[src/rtl/wb_stage_reg_if.sv]
// rtl/wb_stage_reg_if.sv - MEM/WB stage bus: pipeline inputs, writeback and counter outputs
interface wb_stage_reg_if #(
   parameter int CNT_WIDTH = 32
);
   logic                 stall;
   logic                 flush;
   logic                 inst_ex_valid;
   logic [31:0]          inst_ex;
   logic [31:0]          pc_ex;
   logic [31:0]          alu_ex;
   logic [31:0]          dmem_dout;
   logic                 cnt_clr;
   logic [31:0]          inst_mem;
   logic                 valid_wb;
   logic [31:0]          wb_data;
   logic                 rf_we;
   logic [4:0]           rf_wa;
   logic [CNT_WIDTH-1:0] cycle_cnt;
   logic [CNT_WIDTH-1:0] instret_cnt;

   modport slave (
      input  stall, flush, inst_ex_valid, inst_ex, pc_ex, alu_ex, dmem_dout, cnt_clr,
      output inst_mem, valid_wb, wb_data, rf_we, rf_wa, cycle_cnt, instret_cnt
   );

   modport master (
      output stall, flush, inst_ex_valid, inst_ex, pc_ex, alu_ex, dmem_dout, cnt_clr,
      input  inst_mem, valid_wb, wb_data, rf_we, rf_wa, cycle_cnt, instret_cnt
   );
endinterface

[src/rtl/wb_stage_reg.sv]
// rtl/wb_stage_reg.sv - MEM/WB pipeline register, load formatting, writeback select, perf counters
module wb_stage_reg #(
   parameter logic [31:0] NOP_INST  = 32'h0000_0013,
   parameter int          CNT_WIDTH = 32
) (
   input  logic            clk,
   input  logic            rst_n,
   wb_stage_reg_if.slave   bus
);
   localparam logic [6:0] OP_LOAD   = 7'b0000011;
   localparam logic [6:0] OP_JAL    = 7'b1101111;
   localparam logic [6:0] OP_JALR   = 7'b1100111;
   localparam logic [6:0] OP_STORE  = 7'b0100011;
   localparam logic [6:0] OP_BRANCH = 7'b1100011;
   localparam logic [6:0] OP_SYSTEM = 7'b1110011;
   localparam logic [CNT_WIDTH-1:0] CNT_ONE = {{(CNT_WIDTH-1){1'b0}}, 1'b1};

   logic [31:0]          r_inst;
   logic                 r_valid;
   logic [31:0]          r_pc;
   logic [31:0]          r_alu;
   logic [CNT_WIDTH-1:0] r_cycle;
   logic [CNT_WIDTH-1:0] r_instret;

   logic [6:0]           w_opcode;
   logic [2:0]           w_funct3;
   logic [1:0]           w_off;
   logic [4:0]           w_rd;
   logic [7:0]           w_byte;
   logic [15:0]          w_half;
   logic [31:0]          w_load;
   logic [31:0]          w_wb;
   logic                 w_we;
   logic                 w_retire;

   assign w_opcode = r_inst[6:0];
   assign w_funct3 = r_inst[14:12];
   assign w_rd     = r_inst[11:7];
   assign w_off    = r_alu[1:0];
   // Only a real, unstalled, unflushed capture counts as a retired instruction
   assign w_retire = !bus.flush && !bus.stall && bus.inst_ex_valid;

   // MEM/WB register: flush inserts a bubble, stall holds, otherwise capture ID/EX
   always_ff @(posedge clk or negedge rst_n) begin
      if (!rst_n) begin
         r_inst  <= NOP_INST;
         r_valid <= 1'b0;
         r_pc    <= 32'h0;
         r_alu   <= 32'h0;
      end else if (bus.flush) begin
         r_inst  <= NOP_INST;
         r_valid <= 1'b0;
      end else if (!bus.stall) begin
         r_inst  <= bus.inst_ex;
         r_valid <= bus.inst_ex_valid;
         r_pc    <= bus.pc_ex;
         r_alu   <= bus.alu_ex;
      end
   end

   // Cycle and instret counters; clear beats a same-edge increment
   always_ff @(posedge clk or negedge rst_n) begin
      if (!rst_n) begin
         r_cycle   <= '0;
         r_instret <= '0;
      end else if (bus.cnt_clr) begin
         r_cycle   <= '0;
         r_instret <= '0;
      end else begin
         r_cycle <= r_cycle + CNT_ONE;
         if (w_retire) begin
            r_instret <= r_instret + CNT_ONE;
         end
      end
   end

   // Load data alignment and extension; halfword uses off[1] only
   always_comb begin
      w_byte = 8'h00;
      w_load = bus.dmem_dout;
      case (w_off)
         2'd0:    w_byte = bus.dmem_dout[7:0];
         2'd1:    w_byte = bus.dmem_dout[15:8];
         2'd2:    w_byte = bus.dmem_dout[23:16];
         default: w_byte = bus.dmem_dout[31:24];
      endcase
      w_half = w_off[1] ? bus.dmem_dout[31:16] : bus.dmem_dout[15:0];
      case (w_funct3)
         3'b000:  w_load = {{24{w_byte[7]}}, w_byte};
         3'b100:  w_load = {24'h0, w_byte};
         3'b001:  w_load = {{16{w_half[15]}}, w_half};
         3'b101:  w_load = {16'h0, w_half};
         default: w_load = bus.dmem_dout;
      endcase
   end

   // Writeback value select and RegFile write enable
   always_comb begin
      w_wb = r_alu;
      case (w_opcode)
         OP_LOAD:         w_wb = w_load;
         OP_JAL, OP_JALR: w_wb = r_pc + 32'd4;
         default:         w_wb = r_alu;
      endcase
      w_we = r_valid && (w_rd != 5'd0) &&
             (w_opcode != OP_STORE) && (w_opcode != OP_BRANCH) && (w_opcode != OP_SYSTEM);
   end

   assign bus.inst_mem    = r_inst;
   assign bus.valid_wb    = r_valid;
   assign bus.wb_data     = w_wb;
   assign bus.rf_we       = w_we;
   assign bus.rf_wa       = w_rd;
   assign bus.cycle_cnt   = r_cycle;
   assign bus.instret_cnt = r_instret;
endmodule

[src/flat_wrapper.sv]
// flat-port wrapper written by rule: the top's interface ports become plain ports
module wb_stage_reg_flat 
#(
   parameter logic [31:0] NOP_INST  = 32'h0000_0013,
   parameter int          CNT_WIDTH = 32
)
  (clk, rst_n, bus_stall, bus_flush, bus_inst_ex_valid, bus_inst_ex, bus_pc_ex, bus_alu_ex, bus_dmem_dout, bus_cnt_clr, bus_inst_mem, bus_valid_wb, bus_wb_data, bus_rf_we, bus_rf_wa, bus_cycle_cnt, bus_instret_cnt);
  wb_stage_reg_if #(.CNT_WIDTH(CNT_WIDTH)) bus_i ();
  input  logic clk;
  input  logic rst_n;
  input wire logic [$bits(bus_i.stall)-1:0] bus_stall;
  input wire logic [$bits(bus_i.flush)-1:0] bus_flush;
  input wire logic [$bits(bus_i.inst_ex_valid)-1:0] bus_inst_ex_valid;
  input wire logic [$bits(bus_i.inst_ex)-1:0] bus_inst_ex;
  input wire logic [$bits(bus_i.pc_ex)-1:0] bus_pc_ex;
  input wire logic [$bits(bus_i.alu_ex)-1:0] bus_alu_ex;
  input wire logic [$bits(bus_i.dmem_dout)-1:0] bus_dmem_dout;
  input wire logic [$bits(bus_i.cnt_clr)-1:0] bus_cnt_clr;
  output wire logic [$bits(bus_i.inst_mem)-1:0] bus_inst_mem;
  output wire logic [$bits(bus_i.valid_wb)-1:0] bus_valid_wb;
  output wire logic [$bits(bus_i.wb_data)-1:0] bus_wb_data;
  output wire logic [$bits(bus_i.rf_we)-1:0] bus_rf_we;
  output wire logic [$bits(bus_i.rf_wa)-1:0] bus_rf_wa;
  output wire logic [$bits(bus_i.cycle_cnt)-1:0] bus_cycle_cnt;
  output wire logic [$bits(bus_i.instret_cnt)-1:0] bus_instret_cnt;
  assign bus_i.stall = bus_stall;
  assign bus_i.flush = bus_flush;
  assign bus_i.inst_ex_valid = bus_inst_ex_valid;
  assign bus_i.inst_ex = bus_inst_ex;
  assign bus_i.pc_ex = bus_pc_ex;
  assign bus_i.alu_ex = bus_alu_ex;
  assign bus_i.dmem_dout = bus_dmem_dout;
  assign bus_i.cnt_clr = bus_cnt_clr;
  assign bus_inst_mem = bus_i.inst_mem;
  assign bus_valid_wb = bus_i.valid_wb;
  assign bus_wb_data = bus_i.wb_data;
  assign bus_rf_we = bus_i.rf_we;
  assign bus_rf_wa = bus_i.rf_wa;
  assign bus_cycle_cnt = bus_i.cycle_cnt;
  assign bus_instret_cnt = bus_i.instret_cnt;
  wb_stage_reg #(.NOP_INST(NOP_INST), .CNT_WIDTH(CNT_WIDTH)) u_core (.clk(clk), .rst_n(rst_n), .bus(bus_i));
endmodule
[config.mk]
export PLATFORM = sky130hd
export DESIGN_NAME = wb_stage_reg_flat
export DESIGN_NICKNAME = d
export VERILOG_FILES = /design/src/rtl/wb_stage_reg_if.sv /design/src/rtl/wb_stage_reg.sv /design/src/flat_wrapper.sv
export SDC_FILE = /design/constraint.sdc
export NUM_CORES = 1
export LEC_CHECK = 0
export CAP_MARGIN = 20
export CELL_PAD_IN_SITES_DETAIL_PLACEMENT = 0
export CELL_PAD_IN_SITES_GLOBAL_PLACEMENT = 2
export CORE_MARGIN = 3
export CORE_UTILIZATION = 29
export DETAILED_ROUTE_END_ITERATION = 8
export PLACE_DENSITY = 0.81
export SLEW_MARGIN = 20
export SYNTH_ARGS = -nofsm -noshare
export SYNTH_HDL_FRONTEND = slang
export SYNTH_SLANG_ARGS = --single-unit
[constraint.sdc]
create_clock -name clk -period 2.59 [get_ports clk]
set_input_delay 0.518 -clock clk [delete_from_list [all_inputs] [get_ports clk]]
set_output_delay 0.518 -clock clk [all_outputs]
set_load 0.03 [all_outputs]
**Word level (Yosys, flattened, before mapping)**

Index checks and enable logic that the tools add are counted.

- $add $sub $neg: 3
- Equal/unequal tests: 12
- Multiplexer cells: 11
- Bitwise operators: 2
- Reductions and logical operators: 14

Operators with widths:

| operator | number |
|---|---|
| $mux 32 | 5 |
| $pmux 32 s4 | 1 |
| $add 32x1->32 const B | 2 |
| $pmux 32 s2 | 1 |
| $add 32x3->32 const B | 1 |
| $pmux 8 s3 | 1 |
| $mux 16 | 1 |
| $eq 7x7->1 const B | 2 |
| $ne 7x7->1 const B | 2 |
| $eq 7x2->1 const B | 1 |
| $ne 7x6->1 const B | 1 |
| $eq 3x3->1 const B | 2 |
| $logic_and 1x1->1 | 6 |
| $reduce_bool 5->1 | 1 |
| $eq 3x1->1 const B | 1 |
| $logic_not 3->1 | 1 |
| $eq 2x1->1 const B | 1 |
| $eq 2x2->1 const B | 1 |
| $logic_not 1->1 | 2 |
| $logic_not 2->1 | 1 |
| $mux 1 | 2 |
| $ne 2x1->1 const B | 1 |
| $not 1->1 | 2 |
| $reduce_and 2->1 | 1 |
| other kinds (2) | 2 |

- Register bits: 161
- Input bits: 134

**Longest topological paths before layout**

- Word-level depth: 5
- Gate-level depth with buffers: 8
- Gate-level depth less buffers: 6

**Worst setup path before layout**

No wires, ideal clock.

- Kind: reg2out
- Start: register u_core.r_inst[1], in the netlist u_core.bus.inst_mem[1]
- End: output port bus_wb_data[10]
- Arrival: 2464 ps
- Required time: 2072 ps
- Path slack: -392 ps
- Cell stages (with the launch flop): 6
- Cells stage by stage: dfstp_2 -> nand4bb_1 -> nor4_2 -> buf_2 -> o311ai_0 -> o21ai_0

- Cells in the longest elaborated chain, start to end: 3
- Elaborated cells on any way between the ends: 5
- Classes of those cells: eq/ne: 3; mux: 1; reduce/logical: 1

Ends and longest elaborated chain:

| what | RTL line | RTL |
|---|---|---|
| from (decl) | wb_stage_reg.sv:18 | `logic [31:0] r_inst;` |
| from (signal assigned) | wb_stage_reg.sv:54 | `r_inst <= bus.inst_ex;` |
| $eq 7x7->1 | wb_stage_reg.sv:100 | `case (w_opcode)` |
| $reduce_or 2->1 | wb_stage_reg.sv:100 |  |
| $pmux 32 s2 (*) | wb_stage_reg.sv:100 |  |
| to (decl) | flat_wrapper.sv:21 | `output wire logic [$bits(bus_i.wb_data)-1:0] bus_wb_data;` |

Mark *: on every way between the ends. The rest lies on a longest branch, timed or not.

**Final worst setup path**

- Start: register u_core.r_pc[15]
- End: output port bus_wb_data[25]

- Cells in the longest elaborated chain, start to end: 2

Ends and longest elaborated chain:

| what | RTL line | RTL |
|---|---|---|
| from (decl) | wb_stage_reg.sv:20 | `logic [31:0] r_pc;` |
| from (signal assigned) | wb_stage_reg.sv:56 | `r_pc <= bus.pc_ex;` |
| $add 32x3->32 | wb_stage_reg.sv:102 | `OP_JAL, OP_JALR: w_wb = r_pc + 32'd4;` |
| $pmux 32 s2 | wb_stage_reg.sv:100 |  |

Every way passes these cells.

==> impl_metrics.csv <==
group,metric,value,unit
sta,rsz0062_at_grt,"yes",
sta,slew_headroom,60.9,%
run,cap_viol_max_count,0,
synth,syn_nets,994,
sta,maxSlewViolCount,0,
setup_path,slowest_stage,"or4_4",
sta,clock_skew,16.4,ps
detailed_routing,drt_pass1_iterations,7,
placed_design,dp_cells,1553,
floorplanning,die_area,0.0322,mm²
cells_and_area,final_cells,1624,
global_route,gr-total-overflow,0,
floorplanning,start_util,29.9,%
detailed_routing,vias,8252,
detailed_routing,routed_via_density,5.08,
synth,yosysSeqAreaShare,46.2,%
setup_path,worst-path-buf-inv,2,
synth,synth-seq-cells,161,
floorplanning,rows,62,
clock_network,htree_levels,4,
setup_path,slowest_delay,620,ps
setup_path,reg2regPathDepth,5,
sta,layout_setup_ws,-347,ps
setup_path,r2r_start,"u_core.bus.cycle_cnt[6]",
sta,max_clock_freq,0.341,GHz
placed_design,hpwlAfterDp,23.1,mm
synth,syn_area,0.00873,mm²
sta,setup-violations-final,32,
floorplanning,coreArea,0.0292,mm²
floorplanning,fp.dieW,179,µm
global_route,grt_max_degree,54,
setup_path,path_cells,"nand3_4 > or4_4 > buf_6 > nor4_4 > xnor2_1 > o221ai_4 > buf_6",
clock_network,clk_pin_slew,70,ps
synth,synth_edf_count,0,
min_path,hold_class,"input pin to asynchronous set/reset pin",
status,status,"finished, violations left",
clock_network,numCtsBuffers,17,
cells_and_area,num_antenna_cells,0,
cells_and_area,syn2layout_area_growth,61.9,%
clock_network,clk_latency,420,ps
synth,yosysMostFrequentCell,"dfrtp_1",
clock_network,clock-root-buffer,"clkbuf_16",
setup_path,required,2070,ps
global_route,grt_pass1_vias,8312,
synth,yosysWarnings,0,
setup_path,cpMostUsedCell,"buf_6",
global_route,grt_pass1_wl,49.4,mm
synth,synth_ff_type,"dfrtp_1",
detailed_routing,drcViolationCount,0,
clock_network,holdBufCountCts,0,
setup_path,critPathArrivalTime,2420,ps
synth,synthCells,857,
global_route,antenna_found_initial,7,
setup_path,r2r_setup_slack,460,ps
pwr,pwr-share-comb,28.2,%
setup_path,path_delay_family,"simple AND/OR/NAND/NOR gates",
setup_path,critPathKind,"flop to output pin",
detailed_routing,wl_per_cell,19.7,µm
synth,synth_largest_area_cell,"dfrtp_1",
cells_and_area,multi_input_area,0.00509,mm²
synth,ys_top_cells_by_area,"dfrtp_1 (45%), mux2_2 (8.5%), xnor2_1 (5.7%)",
sta,worst_pin_slew,587,ps
cells_and_area,post-route-util,48.5,%
pwr,swShare,31.6,%
placed_design,port_buffers,268,
synth,yosys-top-cells-count,"dfrtp_1 (158), nor2_1 (99), mux2_2 (66), xnor2_1 (57), nand2_1 (51)",
status,violations,"setup timing",
synth,async_flop_share,100,%
sta,fin_crit,2940,ps
pwr,clockPowerShare,33.5,%
pwr,switchingPower,2.36,mW
pwr,p_int,5.10,mW
setup_path,endpoint_kind,"output pin",
floorplanning,die_height,179,µm
detailed_routing,final_antenna_net_count,0,
pwr,p_per_area,528,mW/mm²
synth,ys_types,55,
detailed_routing,drt_iter0_markers,427,
synth,yosysTopAreaCellShare,45.3,%
pwr,seqPwrFrac,38.3,%
global_route,grt_util_all_layers,19.1,%
cells_and_area,fin_nets,1364,
pwr,vdd_drop_max,0.000313,V
sta,hold_viol,0,
clock_network,cts_sinks,161,
sta,fin_crit_sh,113,%
pwr,leakagePower,5.76,nW
setup_path,crit_path_max_fanout,4,
placed_design,gp_congestion,0.918,
cells_and_area,fill_cells,2719,
synth,avgSynthCellArea,10.2,µm²
clock_network,clock_path_buffers,2,
setup_path,r2r_end,"u_core.bus.cycle_cnt[31]",
setup_path,crit_path_start_kind,"flop",
cells_and_area,drive_gt1_share,30.0,%
floorplanning,io_pins,269,
clock_network,tritoncts,"done",
detailed_routing,totalWireLength,31.9,mm
cells_and_area,regArea,0.00404,mm²
-- how the worst max path moves through the flow --
stage / to / startpoint / cells past startpoint
finish: bus_wb_data[25] / u_core.r_pc[15] / 7
global route: bus_wb_data[25] / u_core.r_pc[7] / 8
CTS: bus_wb_data[24] / u_core.r_pc[9] / 6
detailed placement: bus_wb_data[16] / bus_dmem_dout[31] / 7
global placement: bus_wb_data[16] / bus_dmem_dout[31] / 7
floorplan: bus_wb_data[18] / u_core.bus.inst_mem[12] / 6
-- layer usage --
metal	routed length [µm]	part of all wire [%]	global-route usage, %
met1	14100	44	25.6
met2	15100	47	30.5
met3	2240	7.0	5.78
met4	481	1.5	4.64
met5	76	0.24	0
-- flip-flops by register name, indices dropped and copies added (netlist names) --
name,cells
u_core.bus.cycle_cnt,32
u_core.bus.inst_mem,32
u_core.bus.instret_cnt,32
u_core.bus.valid_wb,1
u_core.r_alu,32
u_core.r_pc,32
-- power groups by stage --
| stage | combinational [mW] | clock, mW | sequential [mW] |
|---|---|---|---|
| global route | 2.23 | 2.70 | 2.88 |
| finish | 2.10 | 2.50 | 2.86 |
| global placement | 1.79 | 0 | 2.88 |
| detailed placement | 1.80 | 0 | 2.89 |
| floorplan | 0.806 | 0 | 2.95 |
| CTS | 2.00 | 2.58 | 2.85 |
-- layout by cell type, fill, tap and decap left out, types with 8 or more instances in the layout --
master	n
o221ai_2	10
o221ai_4	9
nor3_1	16
buf_4	116
xor2_1	24
and4_1	11
buf_12	9
o21ai_0	17
dfrtp_1	154
nor4_1	14
clkbuf_16	18
xnor2_2	10
o22ai_1	8
clkdlybuf4s50_1	230
nand4_1	28
or3_1	8
nand2_1	48
inv_1	14
and2_1	11
nand3_1	30
mux2_2	65
buf_6	40
a21oi_1	26
mux2i_1	33
and3_1	10
a221o_1	9
xnor2_1	47
nor2_1	94
-- cell type report --
class                   instances  area share [%]
clock buffers                  17            3.01
clock inverters                15            1.04
inverters                      16           0.425
multi-input cells             627            36.0
flip-flops and latches        161            28.6
well taps                     384            3.40
repair buffers                404            27.6
-- cells by family (layout without fill, tap and decap cells) --
family                     after synthesis  in the layout  synth area share, %
AOI/OAI and AO/OA                      123            123                 10.0
adders and majority gates                3              3                0.430
and+or+nand+nor                        317            319                 18.9
DFF                                    161            161                 46.2
buffers and inverters                   71            452                 3.77
muxes                                  101            101                 12.5
xor gates and xnor gates                81             81                 8.13
-- stage by stage --
step	TNS, ps	hold slack (ps)	total power, mW	setup slack (ps)	area (µm²)
after floorplan	-684	222	3.75	-96.4	8760
after global placement	-4920	480	4.68	-427	12400
after detailed placement	-4450	473	4.69	-407	12400
after CTS	-5490	12.5	7.43	-289	13700
after global routing	-10150	13.3	7.81	-416	14100
final	-6100	16.0	7.46	-347	14100
-- what timing repair did --
action,CTS,global route
hold endpoints to repair,0,0
buffers inserted,20,18
cloned,2,1
pin swaps,34,22
setup endpoints to repair,33,33
resized for setup,160,48
Power figures use the tool's default switching activity.
